`src/rtl/soc_addr_rule_decoder_if.sv`:
```
// Bus bundle for soc_addr_rule_decoder.
//   cfg_*  : single-cycle config strobe (write / read) with read data and error
//            returned one cycle later.
//   req_*  : decode request handshake (valid/ready, address).
//   resp_* : decode response handshake (valid/ready, matched index, hit flag).
//   miss_cnt_o : saturating count of accepted requests that missed.
// The master modport is the requester side; the slave modport is the decoder.
interface soc_addr_rule_decoder_if #(
  parameter int unsigned NumRules  = 11,
  parameter int unsigned AddrWidth = 64
);
  localparam int unsigned IdxW = (NumRules > 1) ? $clog2(NumRules) : 1;

  logic                 cfg_valid_i;
  logic                 cfg_we_i;
  logic [IdxW-1:0]      cfg_idx_i;
  logic [1:0]           cfg_field_i;
  logic [AddrWidth-1:0] cfg_wdata_i;
  logic                 cfg_rvalid_o;
  logic [AddrWidth-1:0] cfg_rdata_o;
  logic                 cfg_err_o;

  logic                 req_valid_i;
  logic                 req_ready_o;
  logic [AddrWidth-1:0] req_addr_i;

  logic                 resp_valid_o;
  logic                 resp_ready_i;
  logic [IdxW-1:0]      resp_idx_o;
  logic                 resp_hit_o;

  logic [31:0]          miss_cnt_o;

  modport master (
    output cfg_valid_i, cfg_we_i, cfg_idx_i, cfg_field_i, cfg_wdata_i,
    input  cfg_rvalid_o, cfg_rdata_o, cfg_err_o,
    output req_valid_i, req_addr_i,
    input  req_ready_o,
    input  resp_valid_o, resp_idx_o, resp_hit_o,
    output resp_ready_i,
    input  miss_cnt_o
  );

  modport slave (
    input  cfg_valid_i, cfg_we_i, cfg_idx_i, cfg_field_i, cfg_wdata_i,
    output cfg_rvalid_o, cfg_rdata_o, cfg_err_o,
    input  req_valid_i, req_addr_i,
    output req_ready_o,
    output resp_valid_o, resp_idx_o, resp_hit_o,
    input  resp_ready_i,
    output miss_cnt_o
  );
endinterface

```
`src/rtl/soc_addr_rule_decoder.sv`:
```
// Programmable address-rule decoder.
//   clk_i  : clock, all state on rising edge
//   rst_ni : asynchronous active-low reset
//   bus    : soc_addr_rule_decoder_if.slave (config port, decode req/resp,
//            miss counter)
// Each rule is {base, len, enable}. An address matches rule r when enabled,
// addr >= base and addr - base < len (AddrWidth arithmetic, so a rule running
// past the top of the address space never wraps to 0). Lowest index wins.
// A sticky lock bit freezes the rule table until reset; reads stay allowed.
module soc_addr_rule_decoder #(
  parameter int unsigned NumRules  = 11,
  parameter int unsigned AddrWidth = 64,
  parameter logic [NumRules-1:0][AddrWidth-1:0] RuleBaseRst = {
    64'h0000_0000, 64'h1900_0000, 64'h0001_0000, 64'h0200_0000,
    64'h0C00_0000, 64'h1000_0000, 64'h1800_0000, 64'h2000_0000,
    64'h3000_0000, 64'h4000_0000, 64'h8000_0000},
  parameter logic [NumRules-1:0][AddrWidth-1:0] RuleLenRst = {
    64'h0000_1000, 64'h0000_1000, 64'h0001_0000, 64'h000C_0000,
    64'h03FF_FFFF, 64'h0000_1000, 64'h0000_1000, 64'h0080_0000,
    64'h0001_0000, 64'h0000_1000, 64'h4000_0000},
  parameter int unsigned DefaultIdx = 0
) (
  input  logic                    clk_i,
  input  logic                    rst_ni,
  soc_addr_rule_decoder_if.slave  bus
);
  localparam int unsigned IdxW = (NumRules > 1) ? $clog2(NumRules) : 1;

  logic [NumRules-1:0][AddrWidth-1:0] base_q, base_d, len_q, len_d;
  logic [NumRules-1:0]                en_q, en_d;
  logic                               lock_q, lock_d;
  logic                               rvalid_q, rvalid_d;
  logic [AddrWidth-1:0]               rdata_q, rdata_d;
  logic                               err_q, err_d;
  logic                               resp_valid_q, resp_valid_d;
  logic [IdxW-1:0]                    resp_idx_q, resp_idx_d;
  logic                               resp_hit_q, resp_hit_d;
  logic [31:0]                        miss_cnt_q, miss_cnt_d;

  logic [NumRules-1:0] match;
  logic                dec_hit;
  logic [IdxW-1:0]     dec_idx;
  logic                accept;
  logic                cfg_in_range;

  // Decode against the registered table, so a same-cycle config write is
  // only seen by requests from the next cycle onward.
  always_comb begin
    match = '0;
    for (int r = 0; r < NumRules; r++) begin
      match[r] = en_q[r] && (bus.req_addr_i >= base_q[r]) &&
                 ((bus.req_addr_i - base_q[r]) < len_q[r]);
    end
    dec_hit = |match;
    dec_idx = IdxW'(DefaultIdx);
    // Walk high to low so the lowest matching index is the last written.
    for (int r = NumRules - 1; r >= 0; r--) begin
      if (match[r]) dec_idx = IdxW'(r);
    end
  end

  assign cfg_in_range = 32'(bus.cfg_idx_i) < NumRules;

  always_comb begin
    base_d   = base_q;
    len_d    = len_q;
    en_d     = en_q;
    lock_d   = lock_q;
    rvalid_d = 1'b0;
    rdata_d  = rdata_q;
    err_d    = 1'b0;
    if (bus.cfg_valid_i) begin
      if (bus.cfg_we_i) begin
        // Field 3 ignores the index, so only the lock gates it.
        if (lock_q || (bus.cfg_field_i != 2'd3 && !cfg_in_range)) begin
          err_d = 1'b1;
        end else begin
          case (bus.cfg_field_i)
            2'd0:    base_d[bus.cfg_idx_i] = bus.cfg_wdata_i;
            2'd1:    len_d[bus.cfg_idx_i]  = bus.cfg_wdata_i;
            2'd2:    en_d[bus.cfg_idx_i]   = bus.cfg_wdata_i[0];
            default: if (bus.cfg_wdata_i[0]) lock_d = 1'b1;
          endcase
        end
      end else begin
        rvalid_d = 1'b1;
        rdata_d  = '0;
        if (bus.cfg_field_i == 2'd3) begin
          rdata_d[0] = lock_q;
        end else if (!cfg_in_range) begin
          err_d = 1'b1;
        end else begin
          case (bus.cfg_field_i)
            2'd0:    rdata_d    = base_q[bus.cfg_idx_i];
            2'd1:    rdata_d    = len_q[bus.cfg_idx_i];
            default: rdata_d[0] = en_q[bus.cfg_idx_i];
          endcase
        end
      end
    end
  end

  assign bus.req_ready_o = !resp_valid_q || bus.resp_ready_i;
  assign accept          = bus.req_valid_i && bus.req_ready_o;

  always_comb begin
    resp_valid_d = resp_valid_q;
    resp_idx_d   = resp_idx_q;
    resp_hit_d   = resp_hit_q;
    miss_cnt_d   = miss_cnt_q;
    if (accept) begin
      resp_valid_d = 1'b1;
      resp_idx_d   = dec_idx;
      resp_hit_d   = dec_hit;
      if (!dec_hit && miss_cnt_q != 32'hFFFF_FFFF) miss_cnt_d = miss_cnt_q + 32'd1;
    end else if (bus.resp_ready_i) begin
      resp_valid_d = 1'b0;
    end
  end

  always_ff @(posedge clk_i or negedge rst_ni) begin
    if (!rst_ni) begin
      base_q       <= RuleBaseRst;
      len_q        <= RuleLenRst;
      en_q         <= '1;
      lock_q       <= 1'b0;
      rvalid_q     <= 1'b0;
      rdata_q      <= '0;
      err_q        <= 1'b0;
      resp_valid_q <= 1'b0;
      resp_idx_q   <= '0;
      resp_hit_q   <= 1'b0;
      miss_cnt_q   <= '0;
    end else begin
      base_q       <= base_d;
      len_q        <= len_d;
      en_q         <= en_d;
      lock_q       <= lock_d;
      rvalid_q     <= rvalid_d;
      rdata_q      <= rdata_d;
      err_q        <= err_d;
      resp_valid_q <= resp_valid_d;
      resp_idx_q   <= resp_idx_d;
      resp_hit_q   <= resp_hit_d;
      miss_cnt_q   <= miss_cnt_d;
    end
  end

  assign bus.cfg_rvalid_o = rvalid_q;
  assign bus.cfg_rdata_o  = rdata_q;
  assign bus.cfg_err_o    = err_q;
  assign bus.resp_valid_o = resp_valid_q;
  assign bus.resp_idx_o   = resp_idx_q;
  assign bus.resp_hit_o   = resp_hit_q;
  assign bus.miss_cnt_o   = miss_cnt_q;
endmodule

```
`src/flat_wrapper.sv`:
```
// flat-port wrapper written by rule: the top's interface ports become plain ports
module soc_addr_rule_decoder_flat 
#(
  parameter int unsigned NumRules  = 11,
  parameter int unsigned AddrWidth = 64,
  parameter logic [NumRules-1:0][AddrWidth-1:0] RuleBaseRst = {
    64'h0000_0000, 64'h1900_0000, 64'h0001_0000, 64'h0200_0000,
    64'h0C00_0000, 64'h1000_0000, 64'h1800_0000, 64'h2000_0000,
    64'h3000_0000, 64'h4000_0000, 64'h8000_0000},
  parameter logic [NumRules-1:0][AddrWidth-1:0] RuleLenRst = {
    64'h0000_1000, 64'h0000_1000, 64'h0001_0000, 64'h000C_0000,
    64'h03FF_FFFF, 64'h0000_1000, 64'h0000_1000, 64'h0080_0000,
    64'h0001_0000, 64'h0000_1000, 64'h4000_0000},
  parameter int unsigned DefaultIdx = 0
)
  (clk_i, rst_ni, bus_cfg_valid_i, bus_cfg_we_i, bus_cfg_idx_i, bus_cfg_field_i, bus_cfg_wdata_i, bus_cfg_rvalid_o, bus_cfg_rdata_o, bus_cfg_err_o, bus_req_valid_i, bus_req_addr_i, bus_req_ready_o, bus_resp_valid_o, bus_resp_idx_o, bus_resp_hit_o, bus_resp_ready_i, bus_miss_cnt_o);
  soc_addr_rule_decoder_if #(.NumRules(NumRules), .AddrWidth(AddrWidth)) bus_i ();
  input  logic clk_i;
  input  logic rst_ni;
  input wire logic [$bits(bus_i.cfg_valid_i)-1:0] bus_cfg_valid_i;
  input wire logic [$bits(bus_i.cfg_we_i)-1:0] bus_cfg_we_i;
  input wire logic [$bits(bus_i.cfg_idx_i)-1:0] bus_cfg_idx_i;
  input wire logic [$bits(bus_i.cfg_field_i)-1:0] bus_cfg_field_i;
  input wire logic [$bits(bus_i.cfg_wdata_i)-1:0] bus_cfg_wdata_i;
  output wire logic [$bits(bus_i.cfg_rvalid_o)-1:0] bus_cfg_rvalid_o;
  output wire logic [$bits(bus_i.cfg_rdata_o)-1:0] bus_cfg_rdata_o;
  output wire logic [$bits(bus_i.cfg_err_o)-1:0] bus_cfg_err_o;
  input wire logic [$bits(bus_i.req_valid_i)-1:0] bus_req_valid_i;
  input wire logic [$bits(bus_i.req_addr_i)-1:0] bus_req_addr_i;
  output wire logic [$bits(bus_i.req_ready_o)-1:0] bus_req_ready_o;
  output wire logic [$bits(bus_i.resp_valid_o)-1:0] bus_resp_valid_o;
  output wire logic [$bits(bus_i.resp_idx_o)-1:0] bus_resp_idx_o;
  output wire logic [$bits(bus_i.resp_hit_o)-1:0] bus_resp_hit_o;
  input wire logic [$bits(bus_i.resp_ready_i)-1:0] bus_resp_ready_i;
  output wire logic [$bits(bus_i.miss_cnt_o)-1:0] bus_miss_cnt_o;
  assign bus_i.cfg_valid_i = bus_cfg_valid_i;
  assign bus_i.cfg_we_i = bus_cfg_we_i;
  assign bus_i.cfg_idx_i = bus_cfg_idx_i;
  assign bus_i.cfg_field_i = bus_cfg_field_i;
  assign bus_i.cfg_wdata_i = bus_cfg_wdata_i;
  assign bus_cfg_rvalid_o = bus_i.cfg_rvalid_o;
  assign bus_cfg_rdata_o = bus_i.cfg_rdata_o;
  assign bus_cfg_err_o = bus_i.cfg_err_o;
  assign bus_i.req_valid_i = bus_req_valid_i;
  assign bus_i.req_addr_i = bus_req_addr_i;
  assign bus_req_ready_o = bus_i.req_ready_o;
  assign bus_resp_valid_o = bus_i.resp_valid_o;
  assign bus_resp_idx_o = bus_i.resp_idx_o;
  assign bus_resp_hit_o = bus_i.resp_hit_o;
  assign bus_i.resp_ready_i = bus_resp_ready_i;
  assign bus_miss_cnt_o = bus_i.miss_cnt_o;
  soc_addr_rule_decoder #(.NumRules(NumRules), .AddrWidth(AddrWidth), .RuleBaseRst(RuleBaseRst), .RuleLenRst(RuleLenRst), .DefaultIdx(DefaultIdx)) u_core (.clk_i(clk_i), .rst_ni(rst_ni), .bus(bus_i));
endmodule
```
`config.mk`:
```
export PLATFORM = sky130hd
export DESIGN_NAME = soc_addr_rule_decoder_flat
export DESIGN_NICKNAME = d
export VERILOG_FILES = /design/src/rtl/soc_addr_rule_decoder_if.sv /design/src/rtl/soc_addr_rule_decoder.sv /design/src/flat_wrapper.sv
export SDC_FILE = /design/constraint.sdc
export NUM_CORES = 2
export LEC_CHECK = 0
export BUFFER_PORTS_ARGS = -buffer_cell sky130_fd_sc_hd__buf_2
export CORE_ASPECT_RATIO = 0.6
export CORE_MARGIN = 2
export CORE_UTILIZATION = 29
export DETAILED_ROUTE_END_ITERATION = 8
export GPL_ROUTABILITY_DRIVEN = 1
export HOLD_SLACK_MARGIN = 0.08
export MAX_ROUTING_LAYER = met4
export PLACE_DENSITY = 0.54
export SLEW_MARGIN = 20
export SYNTH_ARGS = -nofsm -noshare
export SYNTH_HDL_FRONTEND = slang
export SYNTH_SLANG_ARGS = --single-unit
export TNS_END_PERCENT = 100
```
`constraint.sdc`:
```
create_clock -name clk_i -period 18.7 [get_ports clk_i]
set_input_delay 1.87 -clock clk_i [delete_from_list [all_inputs] [get_ports clk_i]]
set_output_delay 1.87 -clock clk_i [all_outputs]
set_load 0.03 [all_outputs]
```
==> impl_results.md <==
- Seq/Total Area, Yosys: 0.3064
- Synth unique cells: ~110
- Worst path required time: around 20 ns
- Max Fclk: about 100 MHz
- Slew at the pin closest to its max-slew limit: between 1 and 1.5 ns
- Worst-path clk slew: 0.06 ns
- CTS tree: built
- Net Count, Synth: approximately 16k
- Power density over the cells: between 70 and 80 mW/mm2
- CTS Sinks: between 1.5k and 2k
- Die outline height: around 500 um
- Placed cell count: between 15k and 20k
- Tcrit/Tclk final: 0.5203
- Start point of the worst hold path: u_core.bus.cfg_rdata_o[22]
- Status: complete, but fails checks
- Endpoints failing hold: 0
- Max Clock Skew: 0.05309 ns
- Post-synthesis average cell area: about 8.9 um2
- Synth Cell Area: between 0.1 and 0.15 mm2
- Top cell type's share of synthesized area: 0.2931
- Core footprint: 0.4280 mm2
- Fraction of layout cells with a size suffix above 1: 0.1327
- Crit end category: flop
- Area of the multi-input gates: between 0.07 and 0.08 mm2
- DRC: 1
- WL final: roughly 550 mm
- Initial Util: 0.2914
- Gr usage total: 0.2503
- Post-CTS setup buffers: 0
- Post-synthesis xor/xnor area fraction: 0.04747
- R2r setup slk: between 10 and 15 ns
- Post-DP HPWL: 446.8 mm
- R2R depth: 25
- Slack of the critical path: 8.970 ns
- Dominant cells by area after synthesis: dfrtp_1 (29%), ha_1 (14%), mux2_2 (6.6%)
- Setup-failing EPs final: 0
- RR Startpoint: u_core.base_q[473]
- Vias in the first global route: between 100k and 150k
- Filler Cells Inserted: between 40k and 50k
- Row cnt: 186
- Dpl cell area: approximately 0.13 mm2
- Combinational family with the most area after synthesis: compound AO/OA/AOI/OAI gates
- Data arrival at the endpoint of the critical path: 10.53 ns
- RSZ-0062 raised after global routing: false
- Post-DRT Antenna Nets: 0
- Hold Buf Count CTS: 0
- Simple-Gate Fraction of Synth Area: 0.1108
- Largest net degree at the start of global routing: between 100 and 150
- Synth area leader: dfrtp_1
- Top Ports: 245
- Worst-path fanout max: 14
- Pre-CTS setup slack: slightly above 8 ns
- Vias per inst: 5.559
- Failing checks: design-rule violations
- Relative slew slack: 0.1464
- Slowest Stage Delay on Critical Path: 1.10 ns
- Seq cells post-synth: 1524
- Max Slew Vio Count: 0
- DIE AREA: about 0.44 mm2
- Ys Warns: 0
- Adder-Cell Fraction of Synth Area: 0.1420
- Port Buffers: 244
- Insertion delay to the later sink of the worst-skew pair: slightly above 0.9 ns
- Storage cell area: 0.03822 mm2
- Compound-Gate Fraction of Synth Area: 0.2020
- Final non-filler cell total: just under 20k
- Max-cap violations: 0
- Antenna violations before repair: 81
- Peak VDD IR: roughly 0.000073 V
- Final nets: about 15k
- Mux cell area share after synthesis: 0.1225
- Mapped Cells: between 10k and 15k
- P&R area growth vs syn: 11.11%
- Wire per inst: between 20 and 30 um
- Chip Width: 850.6 um
- H-tree depth: 4
- First-pass GRT wire length: 765.8 mm
- Total negative slack: 0 ns
- GPL Wtd Cong: 1.017
- Hold Crit Endpoint: u_core.bus.cfg_rdata_o[22]
- Crit path max-delay family: compound AO/OA/AOI/OAI gates
- CP Launch Type: input pin
- Root Buffer: clkbuf_16
- Ys async rst share: 1.000
- Iteration-0 DRC Markers: approximately 16k
- Design Power: 10.68 mW
- Lkg Pwr: roughly 63 nW
- Post-CTS resize count: 0
- Period minus WS final: about 9.7 ns
- Finished Cell Area: between 0.1 and 0.15 mm2
- Clock tree buffer depth: 4
- First-pass detailed-route iteration total: 8
- Ys flop type: dfrtp_1
- Post-synth EDFFs: 0
- Total CTS buffers: 188
- Worst Path Buf+Inv: 4
- Number of cells on the worst hold path: 2
- R2r endpoint: u_core.bus.miss_cnt_o[6]
- GR Overflow Total: 0
- Worst Setup Path Type: input pin to flop
- Vias: ~110k
- Critical path's slowest cell: a2111oi_0
- Hold Path Class: flop to flop
## synthesized netlist by cell type, types with 112 or more instances
library cell / instances
nand3_1: 210
xnor2_1: 446
mux2_2: 727
nand2_1: 1290
nor3_1: 146
inv_1: 1594
o21ai_0: 1337
a21oi_1: 1001
nor2_1: 543
o21a_1: 112
a211oi_1: 150
nand4_1: 262
mux4_2: 257
o21bai_1: 144
a21o_1: 622
clkbuf_1: 617
dfrtp_1: 1461
ha_1: 1398
mux2i_1: 130
xor2_1: 230
## sequential cells by signal (all words and copies together), names as in the netlist
signal                   cells
u_core.en_q                 11
u_core.base_q              704
u_core.bus.cfg_rdata_o      64
u_core.bus.resp_hit_o        1
u_core.len_q               704
u_core.bus.cfg_rvalid_o      1
u_core.bus.cfg_err_o         1
u_core.lock_q                1
u_core.bus.resp_idx_o        4
u_core.bus.resp_valid_o      1
u_core.bus.miss_cnt_o       32
## metrics by stage
stage / hold WS (ns) / util
final: 0.4775 / 0.3238
after global routing: 0.5026 / 0.3237
after CTS: 0.4859 / 0.3233
after detailed placement: 0.4721 / 0.3084
after global placement: 0.4642 / 0.3084
after floorplan: 0.4794 / -
## layer usage
layer,part of all wire,routed length (um),GRT usage
met1,0.49,269800,0.3884
met2,0.33,182200,0.2778
met3,0.15,85070,0.1130
met4,0.026,14420,0.05537
met5,0,0,-
## worst register-to-register path, delay by kind of cell (launching register included)
family	cells	cell delay, ns
buf+inv	2	0.18
xor+xnor	2	0.28
flops	1	0.56
fa+ha+maj	2	0.69
compound gates	8	2.51
simple gates	11	4.29
## worst max path at each step
stage,startpoint,endpoint,slack (ns),cells after the start
floorplan,bus_req_addr_i[0],u_core.bus.miss_cnt_o[20],10.79,30
global placement,bus_req_addr_i[1],u_core.bus.miss_cnt_o[18],8.33,29
detailed placement,bus_req_addr_i[0],u_core.bus.miss_cnt_o[6],8.27,30
CTS,bus_req_addr_i[0],u_core.bus.miss_cnt_o[6],9.21,30
global route,bus_req_addr_i[0],u_core.bus.miss_cnt_o[21],8.60,32
finish,bus_req_addr_i[0],u_core.bus.miss_cnt_o[6],8.97,30
## where the power goes
part	switching [mW]	leakage (nW)	internal, mW
combinational	1.93	42.3	1.06
clock	1.63	3.12	2.29
sequential	0.250	17.9	3.53
## kinds of logic (layout without fill, tap and decap cells)
| family | after synthesis | in the layout |
|---|---|---|
| AND/OR/NAND/NOR | 2972 | 2972 |
| buffers and inverters | 2278 | 2316 |
| multiplexers | 1114 | 1114 |
| XOR/XNOR | 676 | 676 |
| adder cells (fa/ha/maj) | 1409 | 1409 |
| other | 0 | 74 |
| AO/OA/AOI/OAI | 4056 | 4056 |
| flip-flops | 1524 | 1524 |
## cell usage in the layout, fill, tap and decap left out, types with 58 or more instances in the layout
master,count
dfrtp_1,1461
a31oi_1,61
xnor2_1,446
xor2_1,230
o221ai_1,58
mux2_2,727
mux2i_1,130
inv_1,1594
o21a_1,112
nor2_1,537
diode_2,74
nor3_1,140
dfstp_2,63
nor2b_1,85
and3_1,88
mux4_2,257
nand2b_1,89
ha_1,1398
nand4_1,262
nand3_1,203
o21bai_1,144
a21oi_1,1001
buf_4,133
a211oi_1,150
clkbuf_16,191
nand2_1,1286
o21ai_0,1336
a21o_1,622
buf_2,239
## cell type report
class,count,share of cell area
multi-input combinational,10230,0.5644
clock inverter,66,0.005896
inverter,1594,0.04318
clock buffer,267,0.03994
tap,5734,0.05177
antenna,74,0.001336
timing repair buffer,389,0.01767
sequential,1524,0.2758
Power figures use the tool's default switching activity.
